==> src/rtl/mem_arbiter_pkg.sv <==
// rtl/mem_arbiter_pkg.sv - shared encodings for the two-port memory arbiter
package mem_arbiter_pkg;

  typedef enum logic [1:0] {
    ST_IDLE,
    ST_BUSY,
    ST_DONE
  } state_e;

  typedef enum logic {
    OP_RD,
    OP_WR
  } op_e;

  localparam logic PORT_I = 1'b0;
  localparam logic PORT_D = 1'b1;

endpackage

==> src/rtl/rr_arbiter_2.sv <==
// rtl/rr_arbiter_2.sv - combinational two-requester round-robin pick
module rr_arbiter_2
  import mem_arbiter_pkg::*;
(
  input  logic [1:0] req_i,
  input  logic       last_grant_i,
  output logic       grant_valid_o,
  output logic       grant_idx_o
);

  always_comb begin
    grant_valid_o = |req_i;
    grant_idx_o   = PORT_I;
    case (req_i)
      2'b01:   grant_idx_o = PORT_I;
      2'b10:   grant_idx_o = PORT_D;
      // contested: the port that did not win last time goes first
      2'b11:   grant_idx_o = ~last_grant_i;
      default: grant_idx_o = PORT_I;
    endcase
  end

endmodule

==> src/rtl/mem_arbiter.sv <==
// rtl/mem_arbiter.sv - round-robin arbiter of I-side and D-side cache ports onto one RAM
module mem_arbiter
  import mem_arbiter_pkg::*;
#(
  parameter int ADDR_W = 32,
  parameter int DATA_W = 32
) (
  input  logic              iCLK,
  input  logic              iRST,
  input  logic [ADDR_W-1:0] p0_addr,
  input  logic [DATA_W-1:0] p0_data,
  input  logic              p0_MemRead,
  input  logic              p0_MemWrite,
  output logic [DATA_W-1:0] p0_rdata,
  output logic              p0_ready,
  input  logic [ADDR_W-1:0] p1_addr,
  input  logic [DATA_W-1:0] p1_data,
  input  logic              p1_MemRead,
  input  logic              p1_MemWrite,
  output logic [DATA_W-1:0] p1_rdata,
  output logic              p1_ready,
  output logic [ADDR_W-1:0] mem_addr,
  output logic [DATA_W-1:0] mem_data,
  output logic              mem_MemRead,
  output logic              mem_MemWrite,
  input  logic [DATA_W-1:0] mem_rdata,
  input  logic              mem_ready
);

  state_e            state_q, state_d;
  logic              last_grant_q, last_grant_d;
  logic              req_idx_q, req_idx_d;
  op_e               req_op_q, req_op_d;
  logic [ADDR_W-1:0] req_addr_q, req_addr_d;
  logic [DATA_W-1:0] req_data_q, req_data_d;
  logic [DATA_W-1:0] resp_q, resp_d;
  logic [DATA_W-1:0] p0_hold_q, p0_hold_d;
  logic [DATA_W-1:0] p1_hold_q, p1_hold_d;
  logic              rd_q, rd_d;
  logic              wr_q, wr_d;

  logic grant_valid;
  logic grant_idx;
  op_e  sel_op;

  rr_arbiter_2 u_rr (
    .req_i         ({p1_MemRead | p1_MemWrite, p0_MemRead | p0_MemWrite}),
    .last_grant_i  (last_grant_q),
    .grant_valid_o (grant_valid),
    .grant_idx_o   (grant_idx)
  );

  always_ff @(posedge iCLK or posedge iRST) begin
    if (iRST) begin
      state_q      <= ST_IDLE;
      last_grant_q <= PORT_D;
      req_idx_q    <= PORT_I;
      req_op_q     <= OP_RD;
      req_addr_q   <= '0;
      req_data_q   <= '0;
      resp_q       <= '0;
      p0_hold_q    <= '0;
      p1_hold_q    <= '0;
      rd_q         <= 1'b0;
      wr_q         <= 1'b0;
    end else begin
      state_q      <= state_d;
      last_grant_q <= last_grant_d;
      req_idx_q    <= req_idx_d;
      req_op_q     <= req_op_d;
      req_addr_q   <= req_addr_d;
      req_data_q   <= req_data_d;
      resp_q       <= resp_d;
      p0_hold_q    <= p0_hold_d;
      p1_hold_q    <= p1_hold_d;
      rd_q         <= rd_d;
      wr_q         <= wr_d;
    end
  end

  always_comb begin
    state_d      = state_q;
    last_grant_d = last_grant_q;
    req_idx_d    = req_idx_q;
    req_op_d     = req_op_q;
    req_addr_d   = req_addr_q;
    req_data_d   = req_data_q;
    resp_d       = resp_q;
    p0_hold_d    = p0_hold_q;
    p1_hold_d    = p1_hold_q;
    rd_d         = 1'b0;
    wr_d         = 1'b0;
    sel_op       = OP_RD;

    case (state_q)
      ST_IDLE: begin
        if (grant_valid) begin
          // a port raising both strobes is treated as a write
          if (grant_idx == PORT_I) begin
            sel_op     = p0_MemWrite ? OP_WR : OP_RD;
            req_addr_d = p0_addr;
            req_data_d = p0_data;
          end else begin
            sel_op     = p1_MemWrite ? OP_WR : OP_RD;
            req_addr_d = p1_addr;
            req_data_d = p1_data;
          end
          req_idx_d    = grant_idx;
          req_op_d     = sel_op;
          last_grant_d = grant_idx;
          rd_d         = (sel_op == OP_RD);
          wr_d         = (sel_op == OP_WR);
          state_d      = ST_BUSY;
        end
      end
      ST_BUSY: begin
        if (mem_ready) begin
          resp_d  = mem_rdata;
          state_d = ST_DONE;
        end else begin
          rd_d = (req_op_q == OP_RD);
          wr_d = (req_op_q == OP_WR);
        end
      end
      ST_DONE: begin
        if (req_idx_q == PORT_I) p0_hold_d = resp_q;
        else                     p1_hold_d = resp_q;
        state_d = ST_IDLE;
      end
      default: state_d = ST_IDLE;
    endcase
  end

  assign mem_addr     = req_addr_q;
  assign mem_data     = req_data_q;
  assign mem_MemRead  = rd_q;
  assign mem_MemWrite = wr_q;

  assign p0_ready = (state_q == ST_DONE) && (req_idx_q == PORT_I);
  assign p1_ready = (state_q == ST_DONE) && (req_idx_q == PORT_D);
  assign p0_rdata = p0_ready ? resp_q : p0_hold_q;
  assign p1_rdata = p1_ready ? resp_q : p1_hold_q;

endmodule

==> config.mk <==
export PLATFORM = sky130hd
export DESIGN_NAME = mem_arbiter
export DESIGN_NICKNAME = d
export VERILOG_FILES = /design/src/rtl/mem_arbiter_pkg.sv /design/src/rtl/rr_arbiter_2.sv /design/src/rtl/mem_arbiter.sv
export SDC_FILE = /design/constraint.sdc
export NUM_CORES = 1
export LEC_CHECK = 0
export ABC_AREA = 1
export CORE_ASPECT_RATIO = 1.75
export CORE_MARGIN = 4
export CORE_UTILIZATION = 40
export CTS_CLUSTER_DIAMETER = 100
export DETAILED_ROUTE_END_ITERATION = 10
export HOLD_SLACK_MARGIN = 0.05
export PLACE_DENSITY = 0.75
export SLEW_MARGIN = 5
export SYNTH_ARGS = -nofsm -noshare
export SYNTH_HDL_FRONTEND = slang
export SYNTH_HIERARCHICAL = 1
export SYNTH_SLANG_ARGS = --single-unit
==> constraint.sdc <==
create_clock -name iCLK -period 7.3 [get_ports iCLK]
set_input_delay 1.46 -clock iCLK [delete_from_list [all_inputs] [get_ports iCLK]]
set_output_delay 1.46 -clock iCLK [all_outputs]
set_load 0.1 [all_outputs]
======== After elaboration in Yosys (flattened, before gate mapping) ========
Cells that the tools add are included.
cells by class
  mux-type cells .......................... 19
  bitwise logic cells ..................... 6
  reductions and logical operators ........ 9
  equal/unequal tests ..................... 6
operators with widths
  cell                                                             number
  32-bit 2-to-1 mux                                                4
  2-bit AND reduction                                              5
  1-bit 2-to-1 mux                                                 9
  2-bit == test, second input constant                             3
  1-bit one-hot mux with 2 select lines                            3
  2-bit 2-to-1 mux                                                 2
  2-bit != test, second input constant                             2
  1-bit NOT                                                        4
  2-bit one-hot mux with 2 select lines                            1
  2-bit by 1-bit == test with 1-bit output, second input constant  1
  1-bit logical AND                                                2
  2-bit logical NOT                                                1
  1-bit bitwise OR                                                 2
  2-bit OR reduction                                               1
storage, ports and cells
  input bits .............................. 167
  bits in registers ....................... 167
  output and inout bits ................... 132
  word-level logic and storage cells ...... 51

======== Logic depth before layout (Yosys ltp) ========
Gate-level depths: netlist of the first run.
  depth in word-level cells ............... 9
  gate-level depth with buffers ........... 11
  depth with buffers taken out ............ 8

======== By module ========
Netlist of the first run, hierarchy kept.
modules (own cells, without submodules)
  module        sequential area each (µm²)  cells each  times used  area each (µm²)
  mem_arbiter   4180.3                      941         1           7390.8
  rr_arbiter_2  0.0                         3           1           15.0

======== Worst setup path before layout of the first run ========
No wires, ideal clock.
  path type ............................... reg-to-output
  start point ............................. reg state_q[0]
  end point ............................... out p1_rdata[20]
  buffers on the path ..................... 2
  cell stages (with the launch flop) ...... 6
  path slack .............................. 2.774 ns
  data required time ...................... 5.840 ns
  arrival ................................. 3.066 ns
  path through ............................ dfrtp_1 inv_4 nand3_1 buf_4 buf_2 o21ai_0
between the ends
  cells in the longest elaborated chain, start to end .. 3
ends and longest elaborated chain
  item                    line                RTL
  start, declared         mem_arbiter.sv:30   state_e state_q, state_d;
  start signal, assigned  mem_arbiter.sv:67   state_q <= state_d;
  2-bit == test           mem_arbiter.sv:140  assign p1_ready = (state_q == ST_DONE) && (req_idx_q == PORT_D);
  1-bit logical AND       mem_arbiter.sv:140
  32-bit 2-to-1 mux       mem_arbiter.sv:142  assign p1_rdata = p1_ready ? resp_q : p1_hold_q;
  end, declared           mem_arbiter.sv:20   output logic [DATA_W-1:0] p1_rdata,
Every way passes these cells.

======== Worst setup path in the final report of the first run ========
  start point ............................. reg req_idx_q
  end point ............................... out p0_rdata[19]
between the ends
  cells in the longest elaborated chain, start to end .. 3
ends and longest elaborated chain
  item                        line                RTL
  start, declared             mem_arbiter.sv:32   logic req_idx_q, req_idx_d;
  start signal, assigned      mem_arbiter.sv:69   req_idx_q <= req_idx_d;
  1-bit NOT (no source line)  n/a
  1-bit logical AND           mem_arbiter.sv:139  assign p0_ready = (state_q == ST_DONE) && (req_idx_q == PORT_I);
  32-bit 2-to-1 mux           mem_arbiter.sv:141  assign p0_rdata = p0_ready ? resp_q : p0_hold_q;
  end, declared               mem_arbiter.sv:14   output logic [DATA_W-1:0] p0_rdata,
Every way passes these cells.

==> insert_results.sql, run 1 <==
INSERT INTO impl_metrics (metric_group, metric, value, unit) VALUES
('floorplanning', 'die-height', '188', 'um'),
('critical_path', 'worstPathArrival', '3.57', 'ns'),
('routing', 'detail_route.vias_per_cell', '4.748', ''),
('clock_tree', 'clock_sinks', '167', ''),
('sta', 'final_period_minus_worst_setup_slack', '5.025', 'ns'),
('placement', 'gp_routability_congestion', '0.8221', ''),
('clock_tree', 'cts_root_buf', 'clkbuf_16', ''),
('sta', 'timing.final.max_slew_violations', '0', ''),
('sta', 'setup_repair_after_global_routing_missed_its_margin', 'no', ''),
('clock_tree', 'post_cts_resized', '0', ''),
('sta', 'worst_clock_skew', '0.008141', 'ns'),
('floorplanning', 'boundaryPins', '299', ''),
('floorplanning', 'design.core.area', '18140', 'sq um'),
('clock_tree', 'cts_hold_repair.buffers', '0', ''),
('placement', 'port_buf_inserts', '298', ''),
('finish', 'num-nets-final', '1377', ''),
('critical_path', 'crit_path_max_fanout', '33', ''),
('floorplanning', 'die_width', '110.9', 'um'),
('routing', 'drc', '0', ''),
('synth', 'yosys_warnings', '6', ''),
('floorplanning', 'floorplan.initialDensity', '40.83', '%'),
('finish', 'seq_area', '4180', 'sq um'),
('routing', 'dr.first_iter.drc_count', '349', ''),
('sta', 'setup-violations-final', '0', ''),
('critical_path', 'critical_path.startpoint_type', 'flip-flop', ''),
('global_routing', 'grt_max_degree', '114', ''),
('clock_tree', 'h-tree-depth', '4', ''),
('global_routing', 'grt_first_pass_wirelength', '37.14', 'mm'),
('routing', 'post_drt_wl_per_cell', '15.82', 'um'),
('clock_tree', 'cts.clk_slew.worst_paths', '0.06', 'ns'),
('global_routing', 'grt_antenna_before_repair', '3', ''),
('sta', 'fmax', '0.1990', 'GHz'),
('routing', 'drt_pass1_iterations', '5', ''),
('routing', 'detail-route-antenna-nets', '0', ''),
('clock_tree', 'cts_inserted_buffers', '17', ''),
('clock_tree', 'tritoncts_clock_tree', 'yes', ''),
('global_routing', 'grt_remaining_overflow', '0', ''),
('sta', 'fin_setup_tns', '0', 'ns'),
('floorplanning', 'die-area', '20840', 'sq um'),
('finish', 'multi_input_comb_area', '2740', 'sq um'),
('flow_run', 'drv_cap', '0', ''),
('synth', 'synth.ff_latch_count', '167', ''),
('global_routing', 'first_global_vias', '6963', ''),
('sta', 'relSlewSlack', '24.47', '%'),
('clock_tree', 'number_of_buffers_inserted_by_post_cts_setup_repair', '0', ''),
('synth', 'synthesis.area', '7406', 'sq um'),
('synth', 'seq_area_frac_synth', '56.45', '%'),
('critical_path', 'critical_path.endpoint_type', 'output port', ''),
('global_routing', 'grt_util_all_layers', '22.39', '%'),
('critical_path', 'timing.critical_path.required', '5.84', 'ns'),
('sta', 'count_of_final_hold_check_violations', '0', ''),
('clock_tree', 'clock_insertion_delay_worst_skew', '0.42', 'ns'),
('synth', 'netlist_instances', '944', ''),
('finish', 'post_route_cells_drive_above_1_share', '3.925', '%'),
('finish', 'fillers', '1606', ''),
('placement', 'detailed_place_hpwl', '16.44', 'mm'),
('synth', 'syn-num-nets', '1111', ''),
('critical_path', 'critPathKind', 'reg -> out', ''),
('sta', 'min_period_over_period', '68.84', '%'),
('clock_tree', 'cts_max_path_buffers', '2', ''),
('outcome', 'outcome', 'finished, final reports clean', ''),
('min_path', 'hold_class', 'reg -> reg', ''),
('synth', 'avgSynthCellArea', '7.845', 'sq um'),
('synth', 'yosys.cell_types.count', '21', ''),
('floorplanning', 'fp-row-count', '65', ''),
('finish', 'flow.area_growth_from_synthesis', '48.84', '%'),
('routing', 'totalWireLength', '23.09', 'mm'),
('routing', 'num_vias', '6932', ''),
('sta', 'worstMarginPinSlew', '1.131', 'ns');
[critical path, stage by stage (launching register included)]
cell	delay (ns)
dfrtp_1	0.40
inv_1	0.77
nand3_1	0.44
buf_4	0.37
nand2_1	0.10
nand2_1	0.08
clkdlybuf4s50_1	0.98
[cell usage after synthesis (all sizes together)]
cell / count / area, sq um
a21oi: 1 / 5.000
clkbuf: 20 / 77.57
dfrtp: 166 / 4154
nor2: 4 / 25.03
nand3: 36 / 180.2
o21ai: 32 / 160.2
nand2: 566 / 2127
inv: 44 / 167.7
or2: 3 / 18.77
dfstp: 1 / 26.28
buf: 39 / 264.0
nand4: 32 / 200.2
[logic make-up after synthesis]
group,count (synthesis),synth area share [%]
AND/OR/NAND/NOR,641,34.45
flip-flops,167,56.45
AO/OA/AOI/OAI,33,2.230
buffers and inverters,103,6.876
[cells in the final DEF (no fill, tap or decap), drive strengths merged]
cell type      count
a21oi              1
clkdlybuf4s50    298
buf                8
diode              3
clkinvlp           1
or2                3
o21ai             32
dfstp              1
nor2               4
bufinv             2
clkbuf            25
inv               45
dfrtp            166
nand4             32
nand2            566
clkinv             3
nand3             36
[metal layers]
layer | GRT usage, % | up-vias | wire (um)
li1 | - | 3432 | -
met1 | 23.97 | 3226 | 8641
met5 | 0 | - | 0
met3 | 5.134 | 50 | 1159
met4 | 11.66 | 0 | 873
met2 | 40.62 | 224 | 12420
[state kept, by name, indices dropped and copies added, names as in the netlist]
signal and flops:
mem_MemRead 1, mem_MemWrite 1, last_grant_q 1, mem_addr 32, p0_hold_q 32, mem_data 32, state_q 2, p1_hold_q 32
resp_q 32, req_op_q 1, req_idx_q 1
[path summary, 6_finish.rpt]
check / start / endpoint / slack [ns] / depth (start not counted)
min in group asynchronous: iRST / p1_hold_q[25] / 1.63 / 2
min reg2reg: p0_hold_q[17] / p0_hold_q[17] / 0.47 / 2
min: p0_hold_q[17] / p0_hold_q[17] / 0.47 / 2
max reg2reg: state_q[1] / resp_q[5] / 4.82 / 4
max: req_idx_q / p0_rdata[19] / 2.27 / 6
max in group asynchronous: iRST / mem_data[27] / 4.28 / 3
[final cells by class]
type / count / share of cell area, %
sequential: 167 / 37.92
tap: 234 / 2.656
timing repair buffer: 306 / 27.60
clock buffer: 25 / 4.495
antenna: 3 / 0.06810
clock inverter: 7 / 0.8286
multi-input combinational: 674 / 24.86
inverter: 44 / 1.566
[stage by stage]
step | worst slack, ns | cell area [sq um] | hold slack, ns | utilization (%) | instances
3_3_place_gp | 2.804 | 10430 | 0.4539 | 57.50 | 1425
6_report | 2.275 | 11020 | 0.4724 | 60.78 | 1460
2_1_floorplan | 1.323 | 7406 | 0.4431 | - | 944
3_5_place_dp | 2.722 | 10430 | 0.4589 | 57.50 | 1425
5_1_grt | 2.091 | 11020 | 0.4811 | 60.78 | 1460
4_1_cts | 2.273 | 11020 | 0.4742 | 60.74 | 1457
Power of run 1 is left out: the tool's default activity adds up to more than one toggle a clock period on the data nets, which glitch-free logic cannot reach.
==> inputs of run 2 (changes only) <==
==> constraint.sdc (replaced) <==
create_clock -name iCLK -period 5.2 [get_ports iCLK]
set_input_delay 1.04 -clock iCLK [delete_from_list [all_inputs] [get_ports iCLK]]
set_output_delay 1.04 -clock iCLK [all_outputs]
set_load 0.1 [all_outputs]
==> insert_results.sql, run 2 (same netlist as run 1, synthesis figures left out) <==
INSERT INTO impl_metrics (metric_group, metric, value, unit) VALUES
('routing', 'dr.first_iter.drc_count', '374', ''),
('routing', 'drc', '0', ''),
('routing', 'totalWireLength', '22.41', 'mm'),
('routing', 'num_vias', '6911', ''),
('critical_path', 'critPathKind', 'reg -> out', ''),
('floorplanning', 'die-area', '20840', 'sq um'),
('global_routing', 'grt_remaining_overflow', '0', ''),
('sta', 'relSlewSlack', '27.04', '%'),
('clock_tree', 'number_of_buffers_inserted_by_post_cts_setup_repair', '0', ''),
('clock_tree', 'cts_inserted_buffers', '17', ''),
('placement', 'gp_routability_congestion', '0.7957', ''),
('sta', 'worst_clock_skew', '0.009219', 'ns'),
('global_routing', 'groute.layer.met3.usage', '5.231', '%'),
('floorplanning', 'floorplan.initialDensity', '40.83', '%'),
('sta', 'setup_repair_after_global_routing_missed_its_margin', 'no', ''),
('critical_path', 'crit_path_top_delay_cell', 'nand3_2', ''),
('critical_path', 'slowest_delay', '0.47', 'ns'),
('critical_path', 'critical_path.endpoint_type', 'output port', ''),
('clock_tree', 'post_cts_resized', '0', ''),
('global_routing', 'grt_first_pass_wirelength', '35.21', 'mm'),
('finish', 'flow.area_growth_from_synthesis', '46.83', '%'),
('floorplanning', 'design.core.area', '18140', 'sq um'),
('finish', 'post_route_cells_drive_above_1_share', '9.722', '%'),
('sta', 'worstMarginPinSlew', '1.093', 'ns'),
('global_routing', 'grt_max_degree', '168', ''),
('clock_tree', 'cts_root_buf', 'clkbuf_16', ''),
('floorplanning', 'fp-row-count', '65', ''),
('critical_path', 'critical_path.startpoint_type', 'flip-flop', ''),
('clock_tree', 'clock_sinks', '167', ''),
('floorplanning', 'boundaryPins', '299', ''),
('critical_path', 'worst_r2r_path_depth', '5', ''),
('critical_path', 'worstPathArrival', '2.72', 'ns'),
('global_routing', 'grt_antenna_before_repair', '1', ''),
('placement', 'detailed_place_hpwl', '15.85', 'mm'),
('critical_path', 'critical_path.top_delay_family', 'buffers and inverters', ''),
('sta', 'fmax', '0.2659', 'GHz'),
('floorplanning', 'die_width', '110.9', 'um'),
('routing', 'detail-route-antenna-nets', '0', ''),
('placement', 'port_buf_inserts', '298', ''),
('finish', 'commonest_cells_after_routing_fill_and_taps_aside', 'nand2_1, clkdlybuf4s50_1, dfrtp_1', ''),
('critical_path', 'worstPathCellList', 'inv_4, nand3_2, buf_4, o21ai_0, buf_4', ''),
('floorplanning', 'die-height', '188', 'um'),
('global_routing', 'first_global_vias', '6946', ''),
('global_routing', 'globalRoute.busiestLayer', 'met2', ''),
('global_routing', 'grt_util_met1', '22.54', '%'),
('clock_tree', 'clock_insertion_delay_worst_skew', '0.42', 'ns'),
('critical_path', 'crit_path_max_fanout', '37', ''),
('min_path', 'timing.hold.worst_path_depth', '2', ''),
('sta', 'setup-violations-final', '0', ''),
('critical_path', 'worstPathBufferInverterCount', '3', ''),
('outcome', 'outcome', 'finished, final reports clean', ''),
('flow_run', 'drv_cap', '0', ''),
('clock_tree', 'h-tree-depth', '4', ''),
('global_routing', 'grt.met2_usage', '38.82', '%'),
('critical_path', 'timing.critical_path.required', '4.16', 'ns'),
('clock_tree', 'tritoncts_clock_tree', 'yes', ''),
('finish', 'final_common_cell', 'nand2_1', ''),
('sta', 'count_of_final_hold_check_violations', '0', ''),
('finish', 'num-nets-final', '1378', ''),
('min_path', 'hold_class', 'reg -> reg', ''),
('sta', 'timing.final.max_slew_violations', '0', ''),
('routing', 'post_drt_wl_per_cell', '15.36', 'um'),
('routing', 'detail_route.vias_per_cell', '4.737', ''),
('sta', 'min_period_over_period', '72.31', '%'),
('clock_tree', 'cts.clk_slew.worst_paths', '0.06', 'ns'),
('routing', 'drt_pass1_iterations', '5', ''),
('global_routing', 'grt_util_all_layers', '21.39', '%'),
('critical_path', 'crit_cells', '5', ''),
('critical_path', 'timing.critical_path.mode_cell', 'buf_4', ''),
('clock_tree', 'cts_hold_repair.buffers', '0', ''),
('sta', 'final_period_minus_worst_setup_slack', '3.760', 'ns'),
('sta', 'fin_setup_tns', '0', 'ns'),
('clock_tree', 'cts_max_path_buffers', '2', '');
-- run 2: per-stage QoR --
step / cell area, sq um / instances / setup slack, ns / hold WS (ns) / utilization (%)
global placement: 10280 / 1426 / 1.833 / 0.4526 / 56.70
global route: 10870 / 1459 / 1.192 / 0.4994 / 59.96
CTS: 10870 / 1458 / 1.407 / 0.4736 / 59.94
detailed placement: 10280 / 1426 / 1.770 / 0.4568 / 56.70
finish: 10870 / 1459 / 1.440 / 0.4695 / 59.96
floorplan: 7410 / 944 / 1.094 / 0.4431 / -
-- run 2: final timing paths --
check	start	to	slack [ns]
min in group asynchronous	iRST	mem_data[0]	1.21
max	state_q[0]	p1_rdata[17]	1.44
max in group asynchronous	iRST	mem_addr[1]	3.28
max reg2reg	state_q[1]	resp_q[29]	2.50
min	p0_hold_q[24]	p0_hold_q[24]	0.47
min reg2reg	p0_hold_q[24]	p0_hold_q[24]	0.47
-- run 2: area by class of cell --
cell class                 instances  area, sq um
antenna                            1        2.502
clock buffer                      18        439.2
clock inverter                    14        150.1
fill                            1583         7262
inverter                          44        171.4
multi-input combinational        674         2740
sequential                       167         4180
tap                              234        292.8
timing repair buffer             307         2898
-- run 2: worst reg2reg max path, cell delays in order, from the launching register on --
cell and delay (ns):
dfrtp_1 0.55, buf_4 0.32, nor2_4 0.75, nand2_2 0.67
nand2_1 0.23, nand2_1 0.06
-- run 2: routing by layer --
| metal | up-vias | part of all wire (%) |
|---|---|---|
| met5 | - | 0 |
| met4 | 0 | 4.0 |
| met3 | 51 | 6.2 |
| met2 | 254 | 54 |
| met1 | 3162 | 36 |
| li1 | 3444 | - |
Power of run 2 is left out for the same reason.
